--- config.mk ---
export PLATFORM = sky130hd
export DESIGN_NAME = ex_mem_flat
export DESIGN_NICKNAME = d
export VERILOG_FILES = /design/src/rtl/ex_mem_pkg.sv /design/src/rtl/ex_mem_if.sv /design/src/rtl/ex_mem_perf.sv /design/src/rtl/ex_mem.sv /design/src/flat_wrapper.sv
export SDC_FILE = /design/constraint.sdc
export NUM_CORES = 1
export LEC_CHECK = 0
export CAP_MARGIN = 0
export CELL_PAD_IN_SITES_DETAIL_PLACEMENT = 1
export CELL_PAD_IN_SITES_GLOBAL_PLACEMENT = 2
export CORE_MARGIN = 5
export CORE_UTILIZATION = 22
export CTS_BUF_LIST = sky130_fd_sc_hd__clkbuf_16
export DETAILED_ROUTE_END_ITERATION = 7
export PLACE_DENSITY_LB_ADDON = 0.08
export SLEW_MARGIN = 20
export SYNTH_ARGS = -nofsm -noshare
export SYNTH_HDL_FRONTEND = slang
export SYNTH_HIERARCHICAL = 1
export SYNTH_SLANG_ARGS = --single-unit
--- constraint.sdc ---
create_clock -name clk -period 3.88 [get_ports clk]
set_input_delay 0.97 -clock clk [delete_from_list [all_inputs] [get_ports clk]]
set_output_delay 0.97 -clock clk [all_outputs]
set_load 0.005 [all_outputs]
--- src/rtl/ex_mem_pkg.sv ---
// Shared types and constants for the EX/MEM pipeline register slice.
package ex_mem_pkg;

  localparam int REG_W      = 32;
  localparam int REGADDR_W  = 5;
  localparam int ALUOP_W    = 8;
  localparam int DREG_W     = 64;
  localparam int STALL_EX   = 3;
  localparam int STALL_MEM  = 4;

  localparam logic [ALUOP_W-1:0] EXE_NOP_OP = 8'h00;

  // Multi-cycle MADD/MSUB step, fed back to EX through cnt_o
  typedef enum logic [1:0] {
    MC_IDLE  = 2'd0,
    MC_STEP1 = 2'd1,
    MC_STEP2 = 2'd2
  } mc_step_e;

  // Register update chosen on each edge (reset is handled in the flop stage)
  typedef enum logic [1:0] {
    UPD_FLUSH,
    UPD_BUBBLE,
    UPD_HOLD,
    UPD_ADVANCE
  } upd_e;

  typedef struct packed {
    logic [REGADDR_W-1:0] wd;
    logic                 wreg;
    logic [REG_W-1:0]     wdata;
    logic [REG_W-1:0]     hi;
    logic [REG_W-1:0]     lo;
    logic                 whilo;
    logic [ALUOP_W-1:0]   aluop;
    logic [REG_W-1:0]     mem_addr;
    logic [REG_W-1:0]     reg2;
  } mem_bus_t;

  // A step value of 3 is never legal; fold it back to IDLE
  function automatic mc_step_e legal_step(input logic [1:0] c);
    case (c)
      2'd1:    return MC_STEP1;
      2'd2:    return MC_STEP2;
      default: return MC_IDLE;
    endcase
  endfunction

endpackage

--- src/rtl/ex_mem_if.sv ---
// EX <-> MEM data bus: EX results in, registered MEM values and multi-cycle feedback out.
interface ex_mem_if #(parameter int CNT_W = 2);

  logic [4:0]       ex_wd;
  logic             ex_wreg;
  logic [31:0]      ex_wdata;
  logic [31:0]      ex_hi;
  logic [31:0]      ex_lo;
  logic             ex_whilo;
  logic [7:0]       ex_aluop;
  logic [31:0]      ex_mem_addr;
  logic [31:0]      ex_reg2;
  logic [63:0]      hilo_i;
  logic [CNT_W-1:0] cnt_i;

  logic [4:0]       mem_wd;
  logic             mem_wreg;
  logic [31:0]      mem_wdata;
  logic [31:0]      mem_hi;
  logic [31:0]      mem_lo;
  logic             mem_whilo;
  logic [7:0]       mem_aluop;
  logic [31:0]      mem_mem_addr;
  logic [31:0]      mem_reg2;
  logic [63:0]      hilo_o;
  logic [CNT_W-1:0] cnt_o;

  modport master (
    output ex_wd, ex_wreg, ex_wdata, ex_hi, ex_lo, ex_whilo, ex_aluop,
           ex_mem_addr, ex_reg2, hilo_i, cnt_i,
    input  mem_wd, mem_wreg, mem_wdata, mem_hi, mem_lo, mem_whilo, mem_aluop,
           mem_mem_addr, mem_reg2, hilo_o, cnt_o
  );

  modport slave (
    input  ex_wd, ex_wreg, ex_wdata, ex_hi, ex_lo, ex_whilo, ex_aluop,
           ex_mem_addr, ex_reg2, hilo_i, cnt_i,
    output mem_wd, mem_wreg, mem_wdata, mem_hi, mem_lo, mem_whilo, mem_aluop,
           mem_mem_addr, mem_reg2, hilo_o, cnt_o
  );

endinterface

--- src/rtl/ex_mem_perf.sv ---
// Bubble/hold event counters for the EX/MEM register (built only with EX_MEM_PERF_CNT_EN).
module ex_mem_perf (
  input  logic        clk,
  input  logic        rst,
  input  logic        bubble,
  input  logic        hold,
  output logic [31:0] bubble_cnt,
  output logic [31:0] hold_cnt
);

  // Cleared by reset only; a flush leaves the counts intact
  always_ff @(posedge clk) begin
    if (rst) begin
      bubble_cnt <= '0;
      hold_cnt   <= '0;
    end else begin
      if (bubble) bubble_cnt <= bubble_cnt + 32'd1;
      if (hold)   hold_cnt   <= hold_cnt + 32'd1;
    end
  end

endmodule

--- src/rtl/ex_mem.sv ---
// EX/MEM pipeline register with stall/flush handling and MADD/MSUB partial-product feedback.
// Optional counters: define EX_MEM_PERF_CNT_EN to add bubble_cnt/hold_cnt.
module ex_mem
  import ex_mem_pkg::*;
#(
  parameter int STALL_W = 6,
  parameter int CNT_W   = 2
) (
  input  logic               clk,
  input  logic               rst,
  input  logic [STALL_W-1:0] stall,
  input  logic               flush,
  ex_mem_if.slave            bus
`ifdef EX_MEM_PERF_CNT_EN
  ,
  output logic [31:0]        bubble_cnt,
  output logic [31:0]        hold_cnt
`endif
);

  mem_bus_t         ex_bus, mem_q, mem_d;
  logic [DREG_W-1:0] hilo_q, hilo_d;
  mc_step_e         cnt_q, cnt_d;
  upd_e             upd;
  logic [CNT_W-1:0] cnt_in;
  logic             unused_stall;

  assign cnt_in       = bus.cnt_i;
  assign unused_stall = ^{stall[2:0], stall[STALL_W-1:5]};

  assign ex_bus = '{
    wd:       bus.ex_wd,
    wreg:     bus.ex_wreg,
    wdata:    bus.ex_wdata,
    hi:       bus.ex_hi,
    lo:       bus.ex_lo,
    whilo:    bus.ex_whilo,
    aluop:    bus.ex_aluop,
    mem_addr: bus.ex_mem_addr,
    reg2:     bus.ex_reg2
  };

  // EX running with MEM stalled is illegal from ctrl and falls into hold
  always_comb begin
    upd    = UPD_ADVANCE;
    mem_d  = mem_q;
    hilo_d = hilo_q;
    cnt_d  = cnt_q;
    if (flush)
      upd = UPD_FLUSH;
    else if (stall[STALL_EX] && !stall[STALL_MEM])
      upd = UPD_BUBBLE;
    else if (stall[STALL_MEM])
      upd = UPD_HOLD;

    case (upd)
      UPD_FLUSH: begin
        mem_d  = '0;
        hilo_d = '0;
        cnt_d  = MC_IDLE;
      end
      UPD_BUBBLE: begin
        mem_d       = '0;
        mem_d.aluop = EXE_NOP_OP;
        hilo_d      = bus.hilo_i;
        cnt_d       = legal_step(cnt_in);
      end
      UPD_HOLD: begin
      end
      default: begin
        mem_d  = ex_bus;
        hilo_d = '0;
        cnt_d  = MC_IDLE;
      end
    endcase
  end

  always_ff @(posedge clk) begin
    if (rst) begin
      mem_q  <= '0;
      hilo_q <= '0;
      cnt_q  <= MC_IDLE;
    end else begin
      mem_q  <= mem_d;
      hilo_q <= hilo_d;
      cnt_q  <= cnt_d;
    end
  end

  assign bus.mem_wd       = mem_q.wd;
  assign bus.mem_wreg     = mem_q.wreg;
  assign bus.mem_wdata    = mem_q.wdata;
  assign bus.mem_hi       = mem_q.hi;
  assign bus.mem_lo       = mem_q.lo;
  assign bus.mem_whilo    = mem_q.whilo;
  assign bus.mem_aluop    = mem_q.aluop;
  assign bus.mem_mem_addr = mem_q.mem_addr;
  assign bus.mem_reg2     = mem_q.reg2;
  assign bus.hilo_o       = hilo_q;
  assign bus.cnt_o        = cnt_q;

`ifdef EX_MEM_PERF_CNT_EN
  ex_mem_perf u_perf (
    .clk        (clk),
    .rst        (rst),
    .bubble     (upd == UPD_BUBBLE),
    .hold       (upd == UPD_HOLD),
    .bubble_cnt (bubble_cnt),
    .hold_cnt   (hold_cnt)
  );
`endif

endmodule

--- src/flat_wrapper.sv ---
// flat-port wrapper written by rule: the top's interface ports become plain ports
module ex_mem_flat import ex_mem_pkg::*;
#(
  parameter int STALL_W = 6,
  parameter int CNT_W   = 2
)
  (clk, rst, stall, flush, bus_ex_wd, bus_ex_wreg, bus_ex_wdata, bus_ex_hi, bus_ex_lo, bus_ex_whilo, bus_ex_aluop, bus_ex_mem_addr, bus_ex_reg2, bus_hilo_i, bus_cnt_i, bus_mem_wd, bus_mem_wreg, bus_mem_wdata, bus_mem_hi, bus_mem_lo, bus_mem_whilo, bus_mem_aluop, bus_mem_mem_addr, bus_mem_reg2, bus_hilo_o, bus_cnt_o);
  ex_mem_if #(.CNT_W(CNT_W)) bus_i ();
  input  logic clk;
  input  logic rst;
  input  logic [STALL_W-1:0] stall;
  input  logic flush;
  input wire logic [$bits(bus_i.ex_wd)-1:0] bus_ex_wd;
  input wire logic [$bits(bus_i.ex_wreg)-1:0] bus_ex_wreg;
  input wire logic [$bits(bus_i.ex_wdata)-1:0] bus_ex_wdata;
  input wire logic [$bits(bus_i.ex_hi)-1:0] bus_ex_hi;
  input wire logic [$bits(bus_i.ex_lo)-1:0] bus_ex_lo;
  input wire logic [$bits(bus_i.ex_whilo)-1:0] bus_ex_whilo;
  input wire logic [$bits(bus_i.ex_aluop)-1:0] bus_ex_aluop;
  input wire logic [$bits(bus_i.ex_mem_addr)-1:0] bus_ex_mem_addr;
  input wire logic [$bits(bus_i.ex_reg2)-1:0] bus_ex_reg2;
  input wire logic [$bits(bus_i.hilo_i)-1:0] bus_hilo_i;
  input wire logic [$bits(bus_i.cnt_i)-1:0] bus_cnt_i;
  output wire logic [$bits(bus_i.mem_wd)-1:0] bus_mem_wd;
  output wire logic [$bits(bus_i.mem_wreg)-1:0] bus_mem_wreg;
  output wire logic [$bits(bus_i.mem_wdata)-1:0] bus_mem_wdata;
  output wire logic [$bits(bus_i.mem_hi)-1:0] bus_mem_hi;
  output wire logic [$bits(bus_i.mem_lo)-1:0] bus_mem_lo;
  output wire logic [$bits(bus_i.mem_whilo)-1:0] bus_mem_whilo;
  output wire logic [$bits(bus_i.mem_aluop)-1:0] bus_mem_aluop;
  output wire logic [$bits(bus_i.mem_mem_addr)-1:0] bus_mem_mem_addr;
  output wire logic [$bits(bus_i.mem_reg2)-1:0] bus_mem_reg2;
  output wire logic [$bits(bus_i.hilo_o)-1:0] bus_hilo_o;
  output wire logic [$bits(bus_i.cnt_o)-1:0] bus_cnt_o;
  assign bus_i.ex_wd = bus_ex_wd;
  assign bus_i.ex_wreg = bus_ex_wreg;
  assign bus_i.ex_wdata = bus_ex_wdata;
  assign bus_i.ex_hi = bus_ex_hi;
  assign bus_i.ex_lo = bus_ex_lo;
  assign bus_i.ex_whilo = bus_ex_whilo;
  assign bus_i.ex_aluop = bus_ex_aluop;
  assign bus_i.ex_mem_addr = bus_ex_mem_addr;
  assign bus_i.ex_reg2 = bus_ex_reg2;
  assign bus_i.hilo_i = bus_hilo_i;
  assign bus_i.cnt_i = bus_cnt_i;
  assign bus_mem_wd = bus_i.mem_wd;
  assign bus_mem_wreg = bus_i.mem_wreg;
  assign bus_mem_wdata = bus_i.mem_wdata;
  assign bus_mem_hi = bus_i.mem_hi;
  assign bus_mem_lo = bus_i.mem_lo;
  assign bus_mem_whilo = bus_i.mem_whilo;
  assign bus_mem_aluop = bus_i.mem_aluop;
  assign bus_mem_mem_addr = bus_i.mem_mem_addr;
  assign bus_mem_reg2 = bus_i.mem_reg2;
  assign bus_hilo_o = bus_i.hilo_o;
  assign bus_cnt_o = bus_i.cnt_o;
  ex_mem #(.STALL_W(STALL_W), .CNT_W(CNT_W)) u_core (.clk(clk), .rst(rst), .stall(stall), .flush(flush), .bus(bus_i));
endmodule
==> results of run 1 <==
-- cell families after synthesis --
family	synth area share, %
flip-flops	66.7
AO/OA/AOI/OAI	29.2
buffers and inverters	3.55
AND/OR/NAND/NOR	0.553
-- path summary, 6_finish.rpt --
kind | from | end | slack, ns | cells after the start
worst min register to register | u_core/bus.cnt_o[1] | u_core/bus.cnt_o[1] | 0.47 | 1
worst min-delay path | u_core/bus.cnt_o[1] | u_core/bus.cnt_o[1] | 0.47 | 1
worst max-delay path | u_core/bus.mem_lo[21] | bus_mem_lo[21] | 1.45 | 1
worst max register to register | u_core/bus.cnt_o[0] | u_core/bus.cnt_o[0] | 3.25 | 1
-- metrics by stage --
stage               power (mW)  utilization [%]  cells  worst slack, ns  area [um2]
finish                    5.39             41.0   1475             1.45       13400
global route              5.63             41.0   1475             1.38       13400
CTS                       5.51             41.0   1474             1.39       13400
detailed placement        3.10             38.6   1424            0.949       12500
global placement          3.09             38.6   1424             1.00       12500
floorplan                 2.70                -    539             1.96        7230
-- state kept, by name, summed over array words and instances (netlist names) --
register and flops:
u_core/bus.mem_wdata 32, u_core/bus.cnt_o 2, u_core/bus.mem_lo 32, u_core/bus.mem_wreg 1
u_core/bus.mem_mem_addr 32, u_core/bus.mem_wd 5, u_core/bus.mem_aluop 8, u_core/bus.mem_hi 32
u_core/bus.mem_reg2 32, u_core/bus.mem_whilo 1, u_core/bus.hilo_o 64
-- layout make-up --
type,count,area (um2)
tap,442,553
inverter,2,7.51
clock buffer,29,726
fill,3518,19200
sequential,241,4820
clock inverter,21,80.1
antenna,1,2.50
timing repair buffer,495,4980
multi-input combinational,244,2180
-- layer usage --
metal  up-vias  routed length, um  global-route usage [%]
li1       3036                  -                       -
met1      3056              11300                    16.4
met2       297              15300                    27.8
met3        53               4070                    8.67
met4         8                673                    3.90
met5         -                 59                       0
-- power breakdown --
group          total, mW  switching [mW]  leakage [nW]  internal (mW)
clock network       2.35            1.02         0.426           1.33
logic              0.486           0.143          2.64          0.343
registers           2.55          0.0261          1.95           2.53
-- placed cells by master (no fill, tap or decap), drive strengths merged --
cell type      synthesis  final
diode                  0      1
a32o                   2      2
nor3b                  1      1
nor4b                  1      1
clkinv                 0     12
clkdlybuf4s50          0    486
clkbuf                 9     29
dfxtp                241    241
inv                    2     11
buf                   43      9
nor4                   1      1
a22o                 239    239
==> results.json, run 1 <==
{
  "status": "finished clean",
  "critPathKind": "reg2out",
  "slew_violations": 0,
  "layout-drive-gt1-share_pct": 4.07,
  "slew-limit-headroom_pct": 57.4,
  "critPathMaxStageDelay_ns": 0.60,
  "grt_util_all_layers_pct": 15.8,
  "min_period_ns": 2.43,
  "fmax_mhz": 412,
  "finalSetupTns_ns": 0,
  "yosysSeqAreaShare_pct": 66.7,
  "die_area_um2": 36600,
  "ir_drop_mv": 0.296,
  "start_util_pct": 22.2,
  "crit_path_start_kind": "flop",
  "p_leak_nw": 5.02,
  "synthArstFlopShare_pct": 0,
  "cp-end-kind": "output port",
  "cts-root-buf": "clkbuf_16",
  "place_congestion": 0.731,
  "synth.avg_cell_area_um2": 13.4,
  "hold_buffers": 0,
  "vias": 6450,
  "finalCritPeriodShare_pct": 62.6,
  "yosysMostFrequentCell": "dfxtp_1",
  "worstPathArrival_ns": 1.46,
  "nNetsFinal": 1262,
  "mappedNetlistArea_um2": 7230,
  "synthesis.nets": 789,
  "ys_top_cells_by_area": "dfxtp_1, a22o_1, buf_2, clkbuf_1, a32o_1",
  "synth_commonest_cells": "dfxtp_1, a22o_1, buf_2, clkbuf_1",
  "rsz0062_at_grt": "false",
  "synth_edf_count": 0,
  "p_per_area_nw_per_um2": 404,
  "tightest_slew_ns": 0.639,
  "wl_mm": 31.4,
  "syn_inst": 539,
  "crit_path_top_delay_cell": "clkdlybuf4s50_1",
  "synth_cell_types": 9,
  "cts_resized": 0,
  "drc": 0,
  "dp_hpwl_mm": 23.0,
  "cts.sinks": 241,
  "yosys.area.top_type": "dfxtp_1",
  "yosysWarnings": 6,
  "post_drt_via_cell_ratio": 4.37,
  "die_h_um": 191,
  "hold_viol": 0,
  "critPathMaxFanout": 2,
  "synth_top_area_share_pct": 66.7,
  "num_io_pins": 491,
  "drtAntennaViolNets": 0,
  "clock_latency_ns": 0.53,
  "cts_made_buffers": 28,
  "cts-htree-levels": 1,
  "worstHoldPathType": "reg2reg",
  "worstPathRequired_ns": 2.91,
  "overflow": 0,
  "antenna_found_initial": 6,
  "grt_pass1_wl_mm": 44.0,
  "fin_hold_ws_ns": 0.468,
  "grt_start_max_net_pins": 125,
  "max-cap-violations": 0,
  "post_cts_buffers": 0,
  "grt_pass1_vias": 6786,
  "drt_iter0_drc": 234,
  "tritoncts": "built",
  "path_delay_family": "buffers and inverters",
  "first_pass_iters": 4,
  "path_buf_inv": 1,
  "cts_buffer_depth": 3,
  "num_rows": 66,
  "clk_pin_slew_ns": 0.06,
  "synth-seq-cells": 241,
  "area_growth_syn_to_layout_pct": 84.6,
  "core_um2": 32500,
  "setup_viol": 0,
  "wl_per_cell_um": 21.3,
  "synthFlopType": "dfxtp_1",
  "die_x_um": 191,
  "io_buffers": 486,
  "path_cells": "clkdlybuf4s50_1",
  "clock-skew-final_ns": 0
}
(Power assumes the default switching activity.)
==> run 2: changes to the inputs <==
- CORE_UTILIZATION: 22 -> 20
- clock period: 3.88 -> 2.38 ns (I/O delays scaled with it)
==> run 2 against run 1 <==
- sequential cell count unchanged
- highest routed layer unchanged
- combinational power increased by 69%
- setup slack got worse by 1.1 ns
- critical endpoint is now bus_cnt_o[0]
- first-iteration DRC count decreased by 24%
- utilization decreased by 2.8 points
- total power increased by 68%
- clock skew unchanged
- sequential power increased by 63%
==> results.json, run 2 (synthesized netlist as in run 1, its figures left out) <==
{
  "finalCritPeriodShare_pct": 85.8,
  "io_buffers": 486,
  "tightest_slew_ns": 0.375,
  "layout_common_cells": "clkdlybuf4s50_1, dfxtp_1, a22o_1",
  "dp_cells": 1454,
  "first_pass_iters": 4,
  "cts.sinks": 241,
  "finalSetupTns_ns": 0,
  "status": "finished clean",
  "slew-limit-headroom_pct": 75.0,
  "grt_pass1_vias": 7031,
  "cp-end-kind": "output port",
  "critPathMaxStageDelay_ns": 0.60,
  "die_x_um": 200,
  "die_area_um2": 40100,
  "cts-htree-levels": 1,
  "wl_per_cell_um": 21.5,
  "critPathMaxFanout": 2,
  "grt_pass1_wl_mm": 47.7,
  "crit_path_top_delay_cell": "clkdlybuf4s50_1",
  "cts_made_buffers": 29,
  "grt_util_all_layers_pct": 15.2,
  "largest_reg_flops": 64,
  "final_common_cell": "clkdlybuf4s50_1",
  "crit_path_start_kind": "flop",
  "path_cells": "clkdlybuf4s50_1",
  "grt_start_max_net_pins": 68,
  "hold_buffers": 0,
  "setup_viol": 0,
  "wl_mm": 32.5,
  "fillers": 3845,
  "path_delay_family": "buffers and inverters",
  "vias": 6527,
  "cts_resized": 0,
  "nNetsFinal": 1274,
  "num_io_pins": 491,
  "post_cts_buffers": 0,
  "clock-skew-final_ns": 0,
  "p_leak_nw": 5.12,
  "layout-drive-gt1-share_pct": 5.47,
  "path_buf_inv": 1,
  "drt_iter0_drc": 179,
  "worstPathArrival_ns": 1.45,
  "min_period_ns": 2.04,
  "slew_violations": 0,
  "area_growth_syn_to_layout_pct": 88.7,
  "num_rows": 69,
  "cts_buffer_depth": 3,
  "critPathKind": "reg2out",
  "post_drt_via_cell_ratio": 4.33,
  "ir_drop_mv": 0.542,
  "clock_latency_ns": 0.53,
  "worstHoldPathType": "reg2reg",
  "rsz0062_at_grt": "false",
  "cts-root-buf": "clkbuf_16",
  "core_um2": 35700,
  "max-cap-violations": 0,
  "worstPathRequired_ns": 1.78,
  "overflow": 0,
  "fmax_mhz": 490,
  "p_per_area_nw_per_um2": 665,
  "instances_no_fill": 1508,
  "hold_viol": 0,
  "drc": 0,
  "die_h_um": 200,
  "dp_hpwl_mm": 24.3,
  "tritoncts": "built",
  "antenna_found_initial": 7,
  "drtAntennaViolNets": 0,
  "start_util_pct": 20.3,
  "place_congestion": 0.721,
  "clk_pin_slew_ns": 0.06
}
## run 2: cell types whose count changed in the layout (fill, tap and decap cells not counted), sizes merged
cell    before  now
buf          9   20
inv         11    7
bufinv       0    2
diode        1    5
clkinv      12   13
## run 2: through the flow
step / util (%) / hold WS, ns / power [mW] / setup slack (ns) / instance area (um2)
after global routing: 38.3 / 0.485 / 9.47 / 0.224 / 13600
final: 38.3 / 0.464 / 9.07 / 0.338 / 13600
after floorplan: - / 0.466 / 4.41 / 0.840 / 7230
after detailed placement: 35.8 / 0.453 / 5.08 / 0.0679 / 12800
after CTS: 38.2 / 0.469 / 9.28 / 0.259 / 13600
after global placement: 35.8 / 0.448 / 5.07 / 0.134 / 12800
## run 2: power breakdown
group	switching (mW)	internal (mW)	total, mW	leakage [nW]
sequential	0.0432	4.12	4.16	1.95
clock	1.70	2.39	4.09	0.440
combinational	0.240	0.583	0.822	2.73
## run 2: area by class of cell
type	count	area [um2]	share of cell area [%]
repair buffers	506	5190	38.0
flip-flops and latches	241	4820	35.3
multi-input cells	244	2180	16.0
clock buffers	29	726	5.32
well taps	461	577	4.23
clock inverters	20	135	0.990
diodes	5	12.5	0.0917
inverters	2	7.51	0.0550
## run 2: metal layers
metal / wire (um) / track usage (%) / part of all wire [%] / vias up
met2: 15400 / 25.6 / 47 / 293
met4: 754 / 4.08 / 2.3 / 6
met5: 41 / 0 / 0.13 / -
met3: 3790 / 8.41 / 12 / 47
li1: - / - / - / 3069
met1: 12600 / 16.7 / 39 / 3112
## run 2: path summary, 6_finish.rpt
kind                          endpoint  slack, ns                 start  cells past startpoint
setup reg to reg  u_core/bus.mem_lo[1]       1.74  u_core/bus.mem_lo[1]                      1
hold / removal     u_core/bus.cnt_o[0]       0.46   u_core/bus.cnt_o[0]                      1
hold reg to reg    u_core/bus.cnt_o[0]       0.46   u_core/bus.cnt_o[0]                      1
setup / recovery          bus_cnt_o[0]       0.34   u_core/bus.cnt_o[0]                      1
